File: src/rtl/clock_tracker_pkg.sv
// Shared types and defaults for the slow-clock edge tracker.
// State encodings are plain localparams so legacy code can compare against them directly.
package clock_tracker_pkg;

  typedef logic [1:0] state_t;

  localparam state_t StIdle     = 2'd0;
  localparam state_t StAcqFirst = 2'd1;
  localparam state_t StAcquire  = 2'd2;
  localparam state_t StLocked   = 2'd3;

  localparam int unsigned DefaultTolerance = 2;
  localparam int unsigned DefaultLockCount = 4;

endpackage

File: src/rtl/clock_sync_edge.sv
// Multi-flop synchronizer for an asynchronous level, followed by a history flop that
// turns the synchronized level into single-cycle rise/fall strobes.
module clock_sync_edge #(
  parameter int unsigned SYNC_STAGES = 2
) (
  input  logic clk_i,
  input  logic rst_i,
  input  logic async_i,
  output logic rise_o,
  output logic fall_o
);

  logic [SYNC_STAGES-1:0] sync_q, sync_d;
  logic                   prev_q, prev_d;
  logic                   level;

  assign level = sync_q[SYNC_STAGES-1];

  always_comb begin
    sync_d = {sync_q[SYNC_STAGES-2:0], async_i};
    prev_d = level;
  end

  always_ff @(posedge clk_i or posedge rst_i) begin
    if (rst_i) begin
      sync_q <= '0;
      prev_q <= 1'b0;
    end else begin
      sync_q <= sync_d;
      prev_q <= prev_d;
    end
  end

  assign rise_o = level & ~prev_q;
  assign fall_o = ~level & prev_q;

endmodule

File: src/rtl/clock_edge_tracker.sv
// Tracks an asynchronous slow clock: regenerates rise/fall enables in CLK, measures the
// rise-to-rise period, and reports lock (stable period) and loss-of-clock status.
module clock_edge_tracker
  import clock_tracker_pkg::*;
#(
  parameter int unsigned SYNC_STAGES = 2,
  parameter int unsigned CNT_WIDTH   = 32,
  parameter int unsigned TIMEOUT     = 40000000,
  parameter int unsigned LOCK_COUNT  = DefaultLockCount,
  parameter int unsigned TOLERANCE   = DefaultTolerance
) (
  input  logic                 CLK,
  input  logic                 RESET,
  input  logic                 CLOCK_IN,
  output logic                 CE_RISE,
  output logic                 CE_FALL,
  output logic [CNT_WIDTH-1:0] PERIOD,
  output logic                 PERIOD_VALID,
  output logic                 LOCKED,
  output logic                 LOST
);

  localparam int unsigned MatchW = $clog2(LOCK_COUNT + 1) + 1;

  localparam logic [CNT_WIDTH-1:0]     TimeoutM1  = CNT_WIDTH'(TIMEOUT - 1);
  localparam logic [MatchW-1:0]        LockCountM = MatchW'(LOCK_COUNT);
  localparam logic signed [CNT_WIDTH:0] ToleranceS = $signed((CNT_WIDTH + 1)'(TOLERANCE));

  logic rise, fall;

  clock_sync_edge #(
    .SYNC_STAGES (SYNC_STAGES)
  ) u_sync (
    .clk_i   (CLK),
    .rst_i   (RESET),
    .async_i (CLOCK_IN),
    .rise_o  (rise),
    .fall_o  (fall)
  );

  state_t                state_q, state_d;
  logic [CNT_WIDTH-1:0]  cnt_q, cnt_d;
  logic [CNT_WIDTH-1:0]  period_q, period_d;
  logic [CNT_WIDTH-1:0]  ref_period_q, ref_period_d;
  logic [MatchW-1:0]     match_q, match_d;
  logic                  ce_rise_q, ce_rise_d;
  logic                  ce_fall_q, ce_fall_d;
  logic                  valid_q, valid_d;
  logic                  locked_q, locked_d;
  logic                  lost_q, lost_d;

  logic [CNT_WIDTH-1:0]  meas;
  logic [MatchW-1:0]     match_inc;
  logic signed [CNT_WIDTH:0] diff, abs_diff;
  logic                  in_tol;
  logic                  cnt_sat;

  always_comb begin
    meas      = cnt_q + 1'b1;
    match_inc = match_q + 1'b1;
    // One extra bit keeps the difference of two unsigned counts from wrapping.
    diff      = $signed({1'b0, meas}) - $signed({1'b0, ref_period_q});
    abs_diff  = diff[CNT_WIDTH] ? -diff : diff;
    in_tol    = (abs_diff <= ToleranceS);
    cnt_sat   = (cnt_q == TimeoutM1);
  end

  always_comb begin
    state_d      = state_q;
    period_d     = period_q;
    ref_period_d = ref_period_q;
    match_d      = match_q;
    valid_d      = valid_q;
    lost_d       = lost_q;
    ce_rise_d    = rise;
    ce_fall_d    = fall;
    cnt_d        = rise ? '0 : (cnt_sat ? cnt_q : cnt_q + 1'b1);

    if (rise) begin
      // A rise always beats a coincident timeout.
      lost_d = 1'b0;
      unique case (state_q)
        StIdle: begin
          state_d = StAcqFirst;
        end
        StAcqFirst: begin
          period_d     = meas;
          valid_d      = 1'b1;
          ref_period_d = meas;
          match_d      = MatchW'(1);
          state_d      = (LOCK_COUNT <= 1) ? StLocked : StAcquire;
        end
        StAcquire: begin
          period_d = meas;
          if (in_tol) begin
            match_d = match_inc;
            if (match_inc >= LockCountM) state_d = StLocked;
          end else begin
            ref_period_d = meas;
            match_d      = MatchW'(1);
          end
        end
        StLocked: begin
          period_d = meas;
          if (!in_tol) begin
            ref_period_d = meas;
            match_d      = MatchW'(1);
            state_d      = StAcquire;
          end
        end
        default: state_d = StIdle;
      endcase
    end else if (state_q != StIdle && cnt_sat) begin
      state_d = StIdle;
      lost_d  = 1'b1;
      valid_d = 1'b0;
    end

    locked_d = (state_d == StLocked);
  end

  always_ff @(posedge CLK or posedge RESET) begin
    if (RESET) begin
      state_q      <= StIdle;
      cnt_q        <= '0;
      period_q     <= '0;
      ref_period_q <= '0;
      match_q      <= '0;
      ce_rise_q    <= 1'b0;
      ce_fall_q    <= 1'b0;
      valid_q      <= 1'b0;
      locked_q     <= 1'b0;
      lost_q       <= 1'b0;
    end else begin
      state_q      <= state_d;
      cnt_q        <= cnt_d;
      period_q     <= period_d;
      ref_period_q <= ref_period_d;
      match_q      <= match_d;
      ce_rise_q    <= ce_rise_d;
      ce_fall_q    <= ce_fall_d;
      valid_q      <= valid_d;
      locked_q     <= locked_d;
      lost_q       <= lost_d;
    end
  end

  assign CE_RISE      = ce_rise_q;
  assign CE_FALL      = ce_fall_q;
  assign PERIOD       = period_q;
  assign PERIOD_VALID = valid_q;
  assign LOCKED       = locked_q;
  assign LOST         = lost_q;

endmodule

File: config.mk
export PLATFORM = sky130hd
export DESIGN_NAME = clock_edge_tracker
export DESIGN_NICKNAME = d
export VERILOG_FILES = /design/src/rtl/clock_tracker_pkg.sv /design/src/rtl/clock_sync_edge.sv /design/src/rtl/clock_edge_tracker.sv
export SDC_FILE = /design/constraint.sdc
export NUM_CORES = 1
export LEC_CHECK = 0
export ABC_AREA = 1
export CAP_MARGIN = 20
export CORE_MARGIN = 2
export CORE_UTILIZATION = 35
export CTS_CLUSTER_DIAMETER = 100
export DETAILED_ROUTE_END_ITERATION = 8
export GPL_ROUTABILITY_DRIVEN = 1
export SYNTH_ARGS = -nofsm -noshare
export SYNTH_HDL_FRONTEND = slang
export SYNTH_SLANG_ARGS = --single-unit
File: constraint.sdc
create_clock -name CLK -period 11.1 [get_ports CLK]
set_input_delay 2.22 -clock CLK [delete_from_list [all_inputs] [get_ports CLK]]
set_output_delay 2.22 -clock CLK [all_outputs]
set_load 0.1 [all_outputs]
# Word-level counts from Yosys, hierarchy flattened
# Index checks and enable logic that the tools add are counted.
word_totals:
  output_inout_bits: 37
  in_bits: 3
  word_cells: 62
  reg_bits: 110
op_classes:
  n_addsub: 4
  n_reduce_logical: 12
  n_eq_ne: 9
  n_lt_le_gt_ge: 2
  bitwise: 4
  muxes: 19
op_table:
  columns: ["cell", "count"]
  rows:
  - ["32-bit two-way mux", 3]
  - ["32-bit one-hot mux with 2 select lines", 1]
  - ["33-bit by 3-bit <= comparator with 1-bit output (second input constant)", 1]
  - ["33-bit two-way mux", 1]
  - ["33-bit negator", 1]
  - ["32-bit by 32-bit subtractor with 33-bit output", 1]
  - ["32-bit by 1-bit adder with 32-bit output (second input constant)", 1]
  - ["32-bit by 26-bit == test with 1-bit output (second input constant)", 1]
  - ["4-bit one-hot mux with 3 select lines", 1]
  - ["2-bit two-way mux", 5]
  - ["4-bit two-way mux", 2]
  - ["2-bit one-hot mux with 4 select lines", 1]
  - ["2-bit == test (second input constant)", 3]
  - ["2-bit inequality test (second input constant)", 3]
  - ["3-bit AND reduction", 2]
  - ["2-bit nonzero test", 3]
  - ["1-bit two-way mux", 5]
  - ["4-bit by 1-bit adder with 4-bit output (second input constant)", 1]
  - ["4-bit by 3-bit greater-or-equal comparator with 1-bit output (second input constant)", 1]
  - ["2-bit AND reduction", 2]
  - ["3-bit nonzero test", 1]
  - ["3-bit OR reduction", 1]
  - ["1-bit AND", 2]
  - ["2-bit by 1-bit == test with 1-bit output (second input constant)", 1]
  - ["other kinds (5)", 6]

# Logic depth before layout (Yosys ltp)
logic_depth:
  ltp_word: 9
  mapped_depth: 46

# Modules after synthesis
# From an unflattened synthesis, not the netlist that was laid out.
unflattened:
  hier_cells: 1525
  hier_area_um2: 9265.1
by_module_without_submodules:
  columns: ["mod", "cells_each", "n_inst", "area_per_inst_um2"]
  rows:
  - ["clock_edge_tracker", 1517, 1, 9171.3]
  - ["clock_sync_edge", 8, 1, 93.8]

# Least setup slack after synthesis
# No wires, ideal clock.
synth_path:
  kind: "register to register"
  from: "register cnt_q[0]"
  to: "register ref_period_q[14]"
  path_stages_with_launch: 41
  t_required_ns: 10.979
  n_path_buf: 2
  period_less_slack_ns: 4.896
  arrival_ns: 4.775
  path_slack_ns: 6.204
  path_cell_list: "dfrtp_1 ha_1 nand3_1 nor2_1 nand2_1 nor2_1 nand4_1 nor3_1 nand4_1 nor3_1 nand3_1 nor2_1 nand3_1 nor3_1 nand4_1 xor2_1 inv_1 ha_1 (+5 left out) nand2_1 buf_2 o21ai_0 nand2_1 nand2_1 nor2_1 nand2_1 nor2_1 nand3_1 nor2_1 nand2_1 nor2_1 nand2_1 nand2_2 a21oi_4 buf_6 nand2_1 o21ai_1"
synth_between:
  elab_chain_len: 7
  word_cells_on_any_way: 9
  classes_between: "add/sub (3); order compare (1); eq/ne (1); mux (3); reduce/logical (1)"
synth_lines:
  columns: ["element", "line_no", "source"]
  rows:
  - ["start, declared", "clock_edge_tracker.sv:42", "logic [CNT_WIDTH-1:0] cnt_q, cnt_d;"]
  - ["start signal, assigned", "clock_edge_tracker.sv:136", "cnt_q <= cnt_d;"]
  - ["32-bit by 1-bit adder with 32-bit output (*)", "clock_edge_tracker.sv:59", "meas = cnt_q + 1'b1;"]
  - ["named net meas[30]", "clock_edge_tracker.sv:52", "logic [CNT_WIDTH-1:0] meas;"]
  - ["32-bit by 32-bit subtractor with 33-bit output (*)", "clock_edge_tracker.sv:62", "diff = $signed({1'b0, meas}) - $signed({1'b0, ref_period_q});"]
  - ["33-bit negator", "clock_edge_tracker.sv:63", "abs_diff = diff[CNT_WIDTH] ? -diff : diff;"]
  - ["33-bit two-way mux (*)", "clock_edge_tracker.sv:63", null]
  - ["33-bit by 3-bit <= comparator with 1-bit output (*)", "clock_edge_tracker.sv:64", "in_tol = (abs_diff <= ToleranceS);"]
  - ["2-bit inequality test (no line) (*)", null, null]
  - ["3-bit AND reduction (no line) (*)", null, null]
  - ["end signal, assigned", "clock_edge_tracker.sv:138", "ref_period_q <= ref_period_d;"]
  - ["end, declared", "clock_edge_tracker.sv:44", "logic [CNT_WIDTH-1:0] ref_period_q, ref_period_d;"]
# The timed path passes the listed nets; every way through them passes the cells marked *. The select of a mux whose other input is x is not followed.
# A chain may end at the register's enable or synchronous reset.

# Final worst setup path
layout_path:
  from: "register cnt_q[0]"
  to: "register ref_period_q[0]"
# Same word-level chain as after synthesis.

==> results.yml <==
outcome:
  status: "complete, no violations"
clocking:
  clk_latency_ns: 0.35
  ctsHoldBuffers: 0
  post_cts_buffers: 0
  cts-buffers-inserted: 9
  tritoncts: "yes"
  ctsResizeCount: 0
  root_buffer: "clkbuf_16"
  clk_pin_slew_ns: 0.08
  cts.sinks: 110
  clockBufferDepth: 2
  cts_max_level: 3
flow_run:
  drv_cap: 0
setup_path:
  r2r-end: "ref_period_q[0]$_DFFE_PP0P_"
  endpoint_kind: "flop"
  cp_max_fo: 63
  critPathArrivalTime_ns: 7.19
  worstSetupPathDepth: 42
  critPathTopFamily: "simple AND/OR/NAND/NOR gates"
  worstReg2RegStart: "cnt_q[0]$_DFFE_PP0P_"
  max_stage_delay_ns: 0.79
  rrSetupSlack_ns: 4.15
  cp-start-kind: "flop"
  critPathKind: "reg2reg"
  crit_required_ns: 11.34
  path_buf_inv: 5
  r2r.worst_path.cells: 42
  cp_common_cell: "nand2_1"
  cp_slowest_cell: "a21oi_4"
  crit_start: "cnt_q[0]$_DFFE_PP0P_"
  endpoint: "ref_period_q[0]$_DFFE_PP0P_"
sta:
  finalHoldViolations: 0
  skew_ns: 0.0111
  tns_ns: 0
  slew_headroom_pct: 30.4
  worstMarginPinSlew_ns: 1.04
  rsz0062_at_grt: "false"
  min_period_ns: 6.95
  period_share_pct: 62.7
  setup_viol: 0
  report.final.slew_viol_count: 0
  fmax_mhz: 144
grt:
  grt_pass1_wl_um: 39900
  grt_pass1_vias: 8323
  overflow: 0
  antenna_found_initial: 0
  gr-usage-all-layers_pct: 18.3
  grt_start_max_net_pins: 64
logic_synthesis:
  ys_seq_area_share_pct: 30.7
  synth_top_area_share_pct: 30.7
  synth.ff_latch_count: 110
  yosys-top-cells-area: "dfrtp_1 (31%), nand2_1 (24%), inv_1 (11%)"
  netlist_area_um2: 8970
  synth_nets: 1534
  synth_cell_type_count: 35
  synth_area_per_cell_um2: 5.99
  synthCells: 1496
  synth_warnings: 0
  synth_top_area_cell: "dfrtp_1"
placed_design:
  dp_hpwl_um: 19500
  gp_congestion: 0.938
  place_inst: 1847
  portBuffers: 39
power:
  power_leakage_uw: 0.00558
  ir_drop_uv: 134
  powerDensity_nw_per_um2: 288
route:
  ant_nets: 0
  vias: 8769
  via_per_inst: 4.71
  first_pass_iters: 5
  drc: 0
  wirelength_um: 23500
  drtIter0Drc: 506
  wl_per_cell_um: 12.6
floorplanning:
  fp.dieH_um: 164
  dieWidth_um: 164
  io_pins: 40
  dieArea_um2: 26900
  coreArea_um2: 25200
  start_util_pct: 35.6
  fp-row-count: 58
layout:
  final_layout_size_suffix_gt1_share_pct: 2.61
  diodes: 0
  area_delta_synth_final_pct: 11.3
  instances_no_fill: 1863
  finalNetCount: 1566
min_path:
  hp-class: "reg2reg"
  min_path_cells: 0
[worst min path at each step]
stage,start,end,slack (ns)
global placement,u_sync.sync_q[0]$_DFF_PP0_,u_sync.sync_q[1]$_DFF_PP0_,0.34
global route,u_sync.sync_q[0]$_DFF_PP0_,u_sync.sync_q[1]$_DFF_PP0_,0.37
finish,u_sync.sync_q[0]$_DFF_PP0_,u_sync.sync_q[1]$_DFF_PP0_,0.35
CTS,u_sync.sync_q[0]$_DFF_PP0_,u_sync.sync_q[1]$_DFF_PP0_,0.35
floorplan,u_sync.sync_q[0]$_DFF_PP0_,u_sync.sync_q[1]$_DFF_PP0_,0.33
detailed placement,u_sync.sync_q[0]$_DFF_PP0_,u_sync.sync_q[1]$_DFF_PP0_,0.34
[kinds of logic (layout without fill, tap and decap cells)]
logic type                 after synthesis  count (layout)  share of synthesized area, %
xor gates and xnor gates                18              18                          1.76
adders and majority gates               35              35                          4.97
and+or+nand+nor                        934             934                          43.3
muxes                                    1               1                         0.112
buffers and inverters                  281             318                          12.3
DFF                                    110             110                          30.7
AOI/OAI and AO/OA                      117             117                          6.94
[layer usage]
| layer | vias to the layer above | track usage [%] | part of all wire (%) |
|---|---|---|---|
| met5 | - | 0 | 0 |
| met4 | 0 | 7.18 | 3.5 |
| met3 | 42 | 1.74 | 2.8 |
| met2 | 154 | 29.2 | 43 |
| met1 | 3875 | 25.5 | 51 |
| li1 | 4698 | - | - |
[synth_stat cells (all sizes together)]
library cell / instances
nand3b: 8
nand3: 117
nor3: 17
o21ai: 85
xnor2: 3
dfrtp: 110
or4: 1
clkbuf: 10
buf: 12
and2: 3
ha: 34
clkinv: 2
inv: 257
a21o: 1
xor2: 15
o22ai: 1
a21oi: 26
or2: 5
a21boi: 1
fa: 1
mux2i: 1
nand4: 30
nand2: 588
and3: 3
nor4: 13
nor2: 149
o21bai: 3
[state kept, by name, summed over array words and instances (netlist names)]
register	flops
CE_FALL	1
ref_period_q	32
u_sync.sync_q	2
LOST	1
PERIOD	32
PERIOD_VALID	1
cnt_q	32
u_sync.prev_q	1
match_q	4
state_q	2
CE_RISE	1
LOCKED	1
[area by class of cell]
cell class	instances	area (um^2)
clock buffer	11	233
clock inverter	5	65.1
fill	2762	15200
inverter	259	975
multi-input combinational	1105	5120
sequential	110	2750
tap	330	413
timing repair buffer	43	420
[placed cells by master (no fill, tap or decap), types with 24 or more instances in the layout]
| master | Yosys | final |
|---|---|---|
| nand3_1 | 114 | 114 |
| clkdlybuf4s50_1 | 0 | 39 |
| a21oi_1 | 24 | 24 |
| inv_1 | 256 | 255 |
| nand2_1 | 583 | 583 |
| nor2_1 | 145 | 144 |
| o21ai_0 | 51 | 51 |
| nand4_1 | 30 | 30 |
| o21ai_1 | 34 | 34 |
| ha_1 | 34 | 34 |
| dfrtp_1 | 110 | 110 |
[metrics by stage]
stage	power (uW)	hold slack (ns)	setup slack (ns)	area (um^2)	utilization (%)
finish	2870	0.351	4.15	9980	39.6
global route	3230	0.371	3.13	9980	39.6
CTS	2870	0.354	4.20	9980	39.6
detailed placement	2540	0.337	4.23	9680	38.4
global placement	2530	0.336	4.34	9680	38.4
floorplan	2070	0.331	5.98	8970	-
[report_power, final]
group          leakage (uW)  total [uW]  switching (uW)  internal, uW
Combinational       0.00393        2120            1500           621
Sequential          0.00150         431            11.8           419
Clock              0.000145         324             146           178
Total               0.00558        2870            1660          1220
(Power assumes the default switching activity.)
